===== config.mk =====
export PLATFORM = sky130hd
export DESIGN_NAME = jesd204_lane_scrambler
export DESIGN_NICKNAME = d
export VERILOG_FILES = /design/src/rtl/jesd204_scrambler_pkg.sv /design/src/rtl/jesd204_scrambler_lane.sv /design/src/rtl/jesd204_lane_scrambler.sv
export SDC_FILE = /design/constraint.sdc
export NUM_CORES = 1
export LEC_CHECK = 0
export ABC_CLOCK_PERIOD_IN_PS = 3100
export CAP_MARGIN = 10
export CORE_ASPECT_RATIO = 0.8
export CORE_MARGIN = 4
export CORE_UTILIZATION = 25
export CTS_CLUSTER_DIAMETER = 150
export DETAILED_ROUTE_END_ITERATION = 16
export GPL_TIMING_DRIVEN = 0
export MAX_ROUTING_LAYER = met4
export PLACE_DENSITY_LB_ADDON = 0.1
export SKIP_LAST_GASP = 1
export SLEW_MARGIN = 20
export SYNTH_ARGS = -nofsm -noshare
export SYNTH_HDL_FRONTEND = slang
export SYNTH_HIERARCHICAL = 1
export SYNTH_SLANG_ARGS = --single-unit

===== constraint.sdc =====
create_clock -name clk -period 3.1 [get_ports clk]
set_input_delay 0.62 -clock clk [delete_from_list [all_inputs] [get_ports clk]]
set_output_delay 0.62 -clock clk [all_outputs]
set_load 0.01 [all_outputs]

===== src/rtl/jesd204_scrambler_pkg.sv =====
// Shared constants and the bit-serial LFSR step for the JESD204B 1 + x^14 + x^15 scrambler.
// lfsr_step is unrolled at elaboration into one XOR tree per output bit.
package jesd204_scrambler_pkg;

  localparam int LFSR_W       = 15;
  localparam int POLY_TAPS [2] = '{14, 15};
  localparam int MAX_BITS     = 64;

  typedef struct packed {
    logic [LFSR_W-1:0]   state;
    logic [MAX_BITS-1:0] bits;
  } lfsr_res_t;

  // data[n] is stream bit n; state[0] holds the newest history bit, state[14] the oldest.
  function automatic lfsr_res_t lfsr_step(input logic [LFSR_W-1:0]   state,
                                          input logic [MAX_BITS-1:0] data,
                                          input logic                descramble,
                                          input int                  nbits);
    lfsr_res_t         res;
    logic [LFSR_W-1:0] st;
    logic              fb;
    st       = state;
    fb       = 1'b0;
    res.bits = '0;
    for (int n = 0; n < MAX_BITS; n++) begin
      if (n < nbits) begin
        fb          = st[POLY_TAPS[0]-1] ^ st[POLY_TAPS[1]-1];
        res.bits[n] = data[n] ^ fb;
        st          = {st[LFSR_W-2:0], descramble ? data[n] : res.bits[n]};
      end
    end
    res.state = st;
    return res;
  endfunction

endpackage


===== src/rtl/jesd204_scrambler_lane.sv =====
// One scrambler lane: octet/bit reordering into wire order plus the lane's own 15-bit LFSR.
// The output is combinational; the top level registers it.
module jesd204_scrambler_lane
  import jesd204_scrambler_pkg::*;
#(
  parameter int                BYTES = 4,
  parameter logic [LFSR_W-1:0] SEED  = 15'h7fff
) (
  input  logic               clk,
  input  logic               resetn,
  input  logic               accept_i,
  input  logic               reseed_i,
  input  logic               enable_i,
  input  logic               descramble_i,
  input  logic [BYTES*8-1:0] data_i,
  output logic [BYTES*8-1:0] data_o
);

  localparam int NB = BYTES * 8;

  logic [LFSR_W-1:0]   lfsr_q, lfsr_d, lfsr_start;
  logic [MAX_BITS-1:0] stream;
  lfsr_res_t           res;

  // Wire order: octet 0 first, MSB first within each octet.
  always_comb begin
    stream = '0;
    for (int n = 0; n < NB; n++) begin
      stream[n] = data_i[(n / 8) * 8 + 7 - (n % 8)];
    end
  end

  assign lfsr_start = reseed_i ? SEED : lfsr_q;
  assign res        = lfsr_step(lfsr_start, stream, descramble_i, NB);

  always_comb begin
    data_o = data_i;
    if (enable_i) begin
      for (int n = 0; n < NB; n++) begin
        data_o[(n / 8) * 8 + 7 - (n % 8)] = res.bits[n];
      end
    end
  end

  always_comb begin
    lfsr_d = lfsr_q;
    if (accept_i) begin
      lfsr_d = res.state;
    end else if (reseed_i) begin
      lfsr_d = SEED;
    end
  end

  always_ff @(posedge clk) begin
    if (!resetn) begin
      lfsr_q <= SEED;
    end else begin
      lfsr_q <= lfsr_d;
    end
  end

  if (NB < MAX_BITS) begin : g_pad
    logic unused_hi;
    assign unused_hi = ^res.bits[MAX_BITS-1:NB];
  end

endmodule


===== src/rtl/jesd204_lane_scrambler.sv =====
// Multi-lane JESD204B scrambler/descrambler with valid/ready flow control, runtime mode and reseed.
// One registered output stage; lanes are independent.
module jesd204_lane_scrambler
  import jesd204_scrambler_pkg::*;
#(
  parameter int                LANES              = 4,
  parameter int                BYTES              = 4,
  parameter logic [LFSR_W-1:0] SEED               = 15'h7fff,
  parameter logic              DEFAULT_DESCRAMBLE = 1'b0
) (
  input  logic                     clk,
  input  logic                     resetn,
  input  logic                     cfg_enable,
  input  logic                     cfg_descramble,
  input  logic                     cfg_load,
  input  logic                     reseed,
  input  logic                     in_valid,
  output logic                     in_ready,
  input  logic [LANES*BYTES*8-1:0] in_data,
  output logic                     out_valid,
  input  logic                     out_ready,
  output logic [LANES*BYTES*8-1:0] out_data,
  output logic                     mode
);

  localparam int NB = BYTES * 8;
  localparam int W  = LANES * NB;

  logic         out_valid_q, out_valid_d;
  logic [W-1:0] out_data_q, out_data_d;
  logic         mode_q, mode_d;
  logic [W-1:0] lane_out;
  logic         accept;

  assign in_ready = out_ready || !out_valid_q;
  assign accept   = in_valid && in_ready && resetn;

  for (genvar l = 0; l < LANES; l++) begin : g_lane
    jesd204_scrambler_lane #(
      .BYTES (BYTES),
      .SEED  (SEED)
    ) u_lane (
      .clk          (clk),
      .resetn       (resetn),
      .accept_i     (accept),
      .reseed_i     (reseed),
      .enable_i     (cfg_enable),
      .descramble_i (mode_q),
      .data_i       (in_data[l*NB +: NB]),
      .data_o       (lane_out[l*NB +: NB])
    );
  end

  // A beat accepted together with cfg_load still sees the old mode_q.
  always_comb begin
    out_valid_d = out_valid_q;
    out_data_d  = out_data_q;
    mode_d      = mode_q;
    if (accept) begin
      out_valid_d = 1'b1;
      out_data_d  = lane_out;
    end else if (out_ready) begin
      out_valid_d = 1'b0;
    end
    if (cfg_load) begin
      mode_d = cfg_descramble;
    end
  end

  always_ff @(posedge clk) begin
    if (!resetn) begin
      out_valid_q <= 1'b0;
      out_data_q  <= '0;
      mode_q      <= DEFAULT_DESCRAMBLE;
    end else begin
      out_valid_q <= out_valid_d;
      out_data_q  <= out_data_d;
      mode_q      <= mode_d;
    end
  end

  assign out_valid = out_valid_q;
  assign out_data  = out_data_q;
  assign mode      = mode_q;

endmodule


==> flow_summary.toml, run 1 <==
[status]
outcome = "completed"

[finish]
utilization_pct = 32.8
syn_to_final_growth_pct = 28.7
final_nets = 2228
nFillCells = 6051
stdcell_count = 2870
fin_area_mm2 = 0.0188
drive_gt1_share_pct = 4.71

[critical_path]
start_kind = "input pin"
max_stage_delay_ps = 680
path_cells = "dlygate4sd2_1 -> clkbuf_1 -> nor2_1 -> clkbuf_1 -> nand2_1 -> xor2_1 -> xnor2_1 -> nor2_1 -> xnor2_1 -> nand2_1 -> mux2i_1"
critical_path.max_fanout = 10
cp.required_ps = 3520
crit_type = "input pin to register"
end_kind = "register"
cpMaxStageDelayCell = "dlygate4sd2_1"
ff2ff_path_depth = 10
arrival_ps = 3420

[floorplanning]
fp.dieW_um = 278
start_util_pct = 25.5
fp.dieArea_mm2 = 0.0624
io_pins = 267
core_mm2 = 0.0573
rows = 78
fp.dieH_um = 224

[global_route]
grt_pass1_wl_um = 81300
grt_pass1_vias = 13147
grt_max_degree = 25
antenna_found_initial = 9
use_met3_pct = 3.38
met1_usage_pct = 24.2
grt_usage_pct = 17.5
grt_overflow_total = 0
globalRouteMet2Util_pct = 26.1
busiest_layer = "met2"

[clock_network]
cts_root_buf = "clkbuf_16"
clk_latency_ps = 490
cts_sinks = 190
cts_buffer_depth = 2
holdBufCountCts = 0
post_cts.repair.setup_buffers = 0
cts_tree = "built"
cts_htree_levels = 4
clk_pin_slew_ps = 80
cts_buffers = 17

[sta]
finalMaxSlewViolations = 0
setup_viol = 0
clock.fmax_mhz = 334
maxSlewHeadroom_pct = 47.8
fin_worst_hold_slack_ps = 460
tns_ps = 0
rsz0062_at_grt = "true"
period_share_pct = 96.7
fin_worst_skew_ps = 10.8
fin_crit_ps = 3000
finalHoldViolations = 0
fin_ws_ps = 102
worst_slew_pin_slew_ps = 780

[yosys]
ys_ff_latch = 190
synth_top_cell_area_share_pct = 26.0
yosys.area.top_type = "dfxtp_1"
netlist_area_mm2 = 0.0146
syn-num-nets = 1949
synth.area.top_cells = "dfxtp_1 (26%), xnor2_1 (14%), nand2_1 (11%), mux2i_1 (9.4%), xor2_1 (9.3%)"
yosysMostFrequentCell = "nand2_1"
synth_edf_count = 0
syn_area_per_cell_um2 = 8.06
ys.flop_type = "dfxtp_1"
synthCells = 1813
seq_area_frac_synth_pct = 26.0
synth-warning-count = 6
synthTopCellsByCount = "nand2_1 (444), xnor2_1 (236), dfxtp_1 (190), xor2_1 (156), mux2i_1 (137)"
async_flop_share_pct = 0
synth_cell_types = 46

[place]
numPortBuffers = 261
place_ws_ps = -1330
place.gp.congestion = 0.846
dp.final_hpwl_um = 41900
place_area_mm2 = 0.0182
dpl.cell_count = 2834

[detailed_routing]
postRouteWirelength_um = 54300
drtIter0Drc = 783
ant_nets = 0
via_count = 13294
post_drt_wl_per_cell_um = 18.9
drc_errors = 0
via_per_inst = 4.63
firstDrtPassIters = 5

[pwr]
power_mw = 8.04
power.density_mw_per_mm2 = 428
p_leak_nw = 7.17
irDropWorstVdd_mv = 0.231

[run]
maxCapViolCount = 0

[min_path]
hold_class = "register to register"
hold_depth = 2
[per-layer routing]
metal  vias to the layer above  wire length [um]
li1                       6591                 -
met1                      6374             27000
met2                       277             23900
met3                        52              2400
met4                         0              1050
met5                         -                 0
[worst max-delay path, delay by kind of cell]
family | cells | cell delay, ps
buf+inv | 3 | 1470
xor+xnor | 3 | 700
simple gates | 4 | 490
mux | 1 | 140
[placed cells by master (no fill, tap or decap), types with 12 or more instances in the layout]
master           netlist  layout
a21o_1                12      12
a21oi_1               40      40
and3_1                41      40
buf_6                 12      12
clkbuf_1             104     101
clkbuf_16              0      17
clkdlybuf4s50_1        0     259
dfxtp_1              190     189
inv_1                 25      25
mux2i_1              137     137
nand2_1              444     444
nand3_1               24      24
nor2_1                76      75
nor3_1                60      60
o2111ai_1             16      16
o21ai_0               16      16
o2bb2ai_1             28      28
o311a_1               16      16
or3_1                 28      28
xnor2_1              236     236
xnor3_1               12      12
xor2_1               156     156
[cell families after synthesis]
logic type,count (synthesis),synth area share [%]
AND/OR/NAND/NOR,728,22.0
multiplexers,137,9.38
flip-flops,190,26.0
AO/OA/AOI/OAI,177,9.33
XOR/XNOR,416,27.2
buffers and inverters,165,6.12
[power breakdown]
| group | leakage, nW | switching, mW | internal, mW | total (mW) |
|---|---|---|---|---|
| Clock | 0.291 | 1.14 | 1.29 | 2.43 |
| Sequential | 1.56 | 0.136 | 2.64 | 2.78 |
| Combinational | 5.31 | 1.51 | 1.32 | 2.83 |
| Total | 7.17 | 2.78 | 5.26 | 8.04 |
[final cells by class]
| class | instances | area (um2) | share of cell area (%) |
|---|---|---|---|
| clock buffers | 19 | 443 | 2.36 |
| plain buffers | 139 | 801 | 4.26 |
| clock inverters | 12 | 159 | 0.845 |
| flip-flops and latches | 190 | 3800 | 20.2 |
| repair buffers | 261 | 2610 | 13.9 |
| inverters | 25 | 93.8 | 0.499 |
| diodes | 6 | 15.0 | 0.0798 |
| well taps | 760 | 951 | 5.06 |
| multi-input cells | 1458 | 9920 | 52.8 |
[flip-flops by register name, indices dropped and copies added (netlist names)]
register,flops
g_lane.u_lane/lfsr_q,60
mode,1
out_data,128
out_valid,1
[what timing repair did]
action                                  in CTS  in global routing
hold endpoints to repair                     0                  0
endpoints found under the setup margin     119                  3
pin swaps                                    0                  0
gates resized for setup                     10                  1
[final timing paths]
| path | from | to | slack (ps) |
|---|---|---|---|
| max | reseed | out_data[21]$_SDFFE_PN0P_ | 100 |
| min | out_data[0]$_SDFFE_PN0P_ | out_data[0]$_SDFFE_PN0P_ | 460 |
| max reg2reg | mode$_SDFFE_PN0P_ | out_data[88]$_SDFFE_PN0P_ | 340 |
| min reg2reg | out_data[0]$_SDFFE_PN0P_ | out_data[0]$_SDFFE_PN0P_ | 460 |
(Power assumes the default switching activity.)
==> run 2: changes to the inputs <==
--- a/constraint.sdc
+++ b/constraint.sdc
@@ -3,2 +3,2 @@
 set_output_delay 0.62 -clock clk [all_outputs]
-set_load 0.01 [all_outputs]
+set_load 0.02 [all_outputs]
==> results of run 2 <==
The final DEF is identical to that of run 1. Status: completed.
Among the figures that moved: total power 8.04 mW -> 8.16 mW
